`src/rtl/dsp_accum_pkg.sv`:
```
// Shared types and default widths for the dsp_accum frame accumulator.
package dsp_accum_pkg;

  typedef enum logic {
    ACC  = 1'b0,
    HOLD = 1'b1
  } state_t;

  localparam int PW_DEF   = 16;
  localparam int ACCW_DEF = 32;
  localparam int CNTW_DEF = 8;

endpackage

```
`src/rtl/dsp_accum_add.sv`:
```
// Combinational accumulator adder with carry out.
// Optional clamp to all-ones on carry when DSP_ACCUM_SAT_EN is defined.
module dsp_accum_add #(
  parameter int ACCW = 32
) (
  input  logic [ACCW-1:0] acc,
  input  logic [ACCW-1:0] beat,
  output logic [ACCW-1:0] sum,
  output logic            carry
);

  logic [ACCW:0] raw;

  assign raw   = {1'b0, acc} + {1'b0, beat};
  assign carry = raw[ACCW];

`ifdef DSP_ACCUM_SAT_EN
  // Once clamped, any nonzero beat carries again, so the sum stays pinned.
  function automatic logic [ACCW-1:0] sat_clamp(input logic [ACCW:0] r);
    return r[ACCW] ? {ACCW{1'b1}} : r[ACCW-1:0];
  endfunction

  assign sum = sat_clamp(raw);
`else
  assign sum = raw[ACCW-1:0];
`endif

endmodule

```
`src/rtl/dsp_accum.sv`:
```
// Frame accumulator: sums unsigned product beats up to in_last, then holds
// the total/count/overflow on a valid/ready output. Saturation: DSP_ACCUM_SAT_EN.
module dsp_accum
  import dsp_accum_pkg::*;
#(
  parameter int PW   = PW_DEF,
  parameter int ACCW = ACCW_DEF,
  parameter int CNTW = CNTW_DEF
) (
  input  logic            clk,
  input  logic            rst,
  input  logic            in_valid,
  output logic            in_ready,
  input  logic [PW-1:0]   in_p,
  input  logic            in_last,
  output logic            out_valid,
  input  logic            out_ready,
  output logic [ACCW-1:0] out_acc,
  output logic [CNTW-1:0] out_cnt,
  output logic            out_ovf
);

  generate
    if (ACCW < PW) begin : g_width_chk
      $error("dsp_accum: ACCW must be >= PW");
    end
  endgenerate

  state_t          state;
  state_t          state_nxt;
  logic [ACCW-1:0] acc;
  logic [ACCW-1:0] beat;
  logic [ACCW-1:0] sum;
  logic            carry;
  logic [CNTW-1:0] cnt;
  logic            ovf;
  logic            accept;
  logic            release_hold;

  function automatic logic [CNTW-1:0] cnt_sat_inc(input logic [CNTW-1:0] c);
    return (c == {CNTW{1'b1}}) ? c : c + 1'b1;
  endfunction

  assign beat         = ACCW'(in_p);
  assign accept       = in_valid && in_ready;
  assign release_hold = (state == HOLD) && out_ready;

  dsp_accum_add #(
    .ACCW (ACCW)
  ) u_add (
    .acc   (acc),
    .beat  (beat),
    .sum   (sum),
    .carry (carry)
  );

  // State register
  always_ff @(posedge clk) begin
    if (rst) begin
      state <= ACC;
    end else begin
      state <= state_nxt;
    end
  end

  // Next-state logic
  always_comb begin
    state_nxt = state;
    case (state)
      ACC:     if (accept && in_last) state_nxt = HOLD;
      HOLD:    if (out_ready)         state_nxt = ACC;
      default: state_nxt = ACC;
    endcase
  end

  // Handshake outputs depend on state only, keeping out_ready off in_ready.
  always_comb begin
    in_ready  = 1'b0;
    out_valid = 1'b0;
    case (state)
      ACC:     in_ready  = 1'b1;
      HOLD:    out_valid = 1'b1;
      default: in_ready  = 1'b0;
    endcase
  end

  // Accumulate stage; cleared on reset and when the held result is consumed.
  always_ff @(posedge clk) begin
    if (rst || release_hold) begin
      acc <= '0;
      cnt <= '0;
      ovf <= 1'b0;
    end else if (accept) begin
      acc <= sum;
      cnt <= cnt_sat_inc(cnt);
      ovf <= ovf | carry;
    end
  end

  assign out_acc = acc;
  assign out_cnt = cnt;
  assign out_ovf = ovf;

endmodule

```
`config.mk`:
```
export PLATFORM = sky130hd
export DESIGN_NAME = dsp_accum
export DESIGN_NICKNAME = d
export VERILOG_FILES = /design/src/rtl/dsp_accum_pkg.sv /design/src/rtl/dsp_accum_add.sv /design/src/rtl/dsp_accum.sv
export SDC_FILE = /design/constraint.sdc
export NUM_CORES = 1
export LEC_CHECK = 0
export CAP_MARGIN = 25
export CELL_PAD_IN_SITES_DETAIL_PLACEMENT = 2
export CELL_PAD_IN_SITES_GLOBAL_PLACEMENT = 2
export CORE_MARGIN = 2
export CORE_UTILIZATION = 33
export CTS_CLUSTER_SIZE = 10
export DETAILED_ROUTE_END_ITERATION = 7
export GPL_ROUTABILITY_DRIVEN = 0
export PLACE_DENSITY = 0.82
export SETUP_SLACK_MARGIN = 0.3
export SLEW_MARGIN = 20
export SYNTH_ARGS = -nofsm -noshare
export SYNTH_HDL_FRONTEND = slang
export SYNTH_HIERARCHICAL = 1
export SYNTH_SLANG_ARGS = --single-unit
```
`constraint.sdc`:
```
create_clock -name clk -period 5.58 [get_ports clk]
set_input_delay 0.837 -clock clk [delete_from_list [all_inputs] [get_ports clk]]
set_output_delay 0.837 -clock clk [all_outputs]
set_load 0.02 [all_outputs]
```
==> results.sh <==
export IMPL_cts_sinks=42
export IMPL_postSynthAreaPerCell_um2=7.72
export IMPL_num_vias=3726
export IMPL_dieArea_mm2=0.0119
export IMPL_cts_buffers=5
export IMPL_worstMarginPinSlew_ps=940
export IMPL_ir_drop_mv=0.102
export IMPL_clock_path_buffers=2
export IMPL_setup_slack_ps=2270
export IMPL_synth_cells=471
export IMPL_finalHoldViolCount=0
export IMPL_critPathLaunchType="input port"
export IMPL_io_pins=64
export IMPL_grtUsageMet3=0.0263
export IMPL_drt_pass1_iterations=4
export IMPL_worst_ep_arrival_time_ps=3460
export IMPL_design_area_mm2=0.00448
export IMPL_drt_iter0_drc=97
export IMPL_yosys_cell_types_count=65
export IMPL_fin_crit_ps=3310
export IMPL_viasPerCell=5.51
export IMPL_busiest_layer="met2"
export IMPL_clock_fmax_mhz=302
export IMPL_coreArea_mm2=0.0108
export IMPL_detail_route_antenna_nets=0
export IMPL_tns_ps=0
export IMPL_ys_warn_count=6
export IMPL_worstSetupPathType="in2reg"
export IMPL_setup_violations=0
export IMPL_syn_area_mm2=0.00364
export IMPL_finalClockSkew_ps=18.0
export IMPL_cts_hold_buf=0
export IMPL_track_usage=0.218
export IMPL_overflow=0
export IMPL_yosysTopAreaCell="dfxtp_1"
export IMPL_area_delta_synth_final_pct=23.2
export IMPL_die_w_um=109
export IMPL_cts_tree="yes"
export IMPL_grt_pass1_vias=4092
export IMPL_drc=0
export IMPL_synth_seq_area_share=0.231
export IMPL_gr_usage_met2=0.388
export IMPL_async_reset_ff_frac=0
export IMPL_slew_viol_final=0
export IMPL_pwr_density_cell_mw_per_mm2=250
export IMPL_power_leakage_nw=1.84
export IMPL_grt_max_degree=40
export IMPL_endpoint_kind="flop"
export IMPL_period_share=0.594
export IMPL_num_rows=38
export IMPL_die_h_um=109
export IMPL_n_antenna_cell=0
export IMPL_cp_required_ps=5730
export IMPL_drive_gt1_frac=0.0914
export IMPL_hold_path_class="reg2reg"
export IMPL_clk_insertion_delay_late_ps=320
export IMPL_antenna_found_initial=0
export IMPL_routed_wl_um=12300
export IMPL_clk_pin_slew_ps=80
export IMPL_postCtsSetupBuffers=0
export IMPL_yosys_top_cells_area="dfxtp_1 (23%), ha_1 (11%), a21oi_1 (8.9%), nand2_1 (8.3%), xnor2_1 (3.9%)"
export IMPL_place_inst=668
export IMPL_grt_pass1_wl_um=20600
export IMPL_outcome="complete, no violations"
export IMPL_synth_top_area_frac=0.231
export IMPL_synth_edf_count=0
export IMPL_io_buffers=63
export IMPL_layout_cells_non_filler=676
export IMPL_wire_per_inst_um=18.2
export IMPL_initial_core_util=0.337
export IMPL_hpwl_um=9450
export IMPL_ys_ff_latch=42
export IMPL_drv_cap=0
export IMPL_grt_use_met1=0.277
export IMPL_dpl_cell_area_mm2=0.00437
export IMPL_rsz0062_at_grt="no"
export IMPL_pre_cts_ws_ps=2000
export IMPL_htreeDepth=2
export IMPL_clockRootBuffer="clkbuf_8"
export IMPL_critical_path_max_fanout=6
export IMPL_power_mw=1.12
export IMPL_cts_resized=0
export IMPL_slew_headroom=0.373
export IMPL_synth_main_ff_cell="dfxtp_1"
export IMPL_layout_nets=590
## registers in the layout, indices dropped and copies added, names as in the netlist
| signal | cells |
|---|---|
| out_acc | 32 |
| out_cnt | 8 |
| out_ovf | 1 |
| state | 1 |
## worst max-delay path, cell delays in order
cell,delay (ps)
clkdlybuf4s50_1,420
ha_1,360
a21oi_1,320
o22ai_1,180
nor4_1,360
a21oi_1,270
a2111oi_0,460
nor4bb_1,120
nand2_1,90
a21oi_1,70
## report_power, final
part	switching, mW	internal [mW]
combinational	0.295	0.207
clock	0.128	0.134
sequential	0.0281	0.327
## final timing paths
path | from | end | slack (ps) | cells past startpoint
hold reg to reg | out_acc[23] | out_acc[23] | 480 | 2
hold / removal | out_acc[23] | out_acc[23] | 480 | 2
setup / recovery | in_p[6] | out_acc[27] | 2270 | 10
setup reg to reg | out_acc[6] | out_acc[27] | 2830 | 9
## layout by cell type, fill, tap and decap left out, drive strengths merged, types with 4 or more instances in the layout
| master | instances |
|---|---|
| clkdlybuf4s50 | 63 |
| conb | 16 |
| o21ai | 15 |
| nand2 | 90 |
| a21oi | 76 |
| mux2i | 5 |
| and3 | 9 |
| or2 | 4 |
| dfxtp | 42 |
| nor3 | 8 |
| nand3 | 16 |
| a211oi | 11 |
| nand2b | 5 |
| o21a | 5 |
| xor2 | 11 |
| a21o | 14 |
| a31oi | 5 |
| xnor2 | 16 |
| o211ai | 5 |
| ha | 33 |
| clkbuf | 6 |
| nor2 | 22 |
| inv | 10 |
| and4 | 4 |
## final cells by class
cell class                      instances  area [µm²]
Clock buffer                            6        72.6
Timing Repair Buffer                   64         638
Multi-Input combinational cell        412        2680
Clock inverter                          2        37.5
Sequential cell                        42         841
Tap cell                              140         175
Fill cell                            1255        6310
Inverter                               10        37.5
## stage by stage
stage                      util  hold slack [ps]
after global routing      0.415              518
after detailed placement  0.405              476
after floorplan               -              547
final                     0.415              480
after CTS                 0.415              489
after global placement    0.405              461
## cell families (layout without fill, tap and decap cells)
kind of cell	count (synthesis)	in the layout	share of synthesized area
AO/OA/AOI/OAI	158	158	0.290
XOR/XNOR	27	27	0.0650
adder cells (fa/ha/maj)	34	34	0.119
buffers and inverters	32	82	0.0502
flip-flops	42	42	0.231
multiplexers	5	5	0.0138
other	1	16	0.00103
AND/OR/NAND/NOR	172	172	0.229
## cell usage after synthesis, drive strengths merged (6+ instances only)
cell type and n:
nor2 22, nand2 90, buf 16, ha 33, and3 9, a21oi 76, dfxtp 42, clkbuf 6
nor3 8, xor2 11, a211oi 11, inv 10, o21ai 15, a21o 14, nand3 16, xnor2 16
## layer usage
metal,vias up,routed length [µm]
met2,60,6160
met5,-,0
li1,1808,-
met4,0,134
met1,1851,5660
met3,7,358
Note: power is estimated with default switching activity, not from simulation.
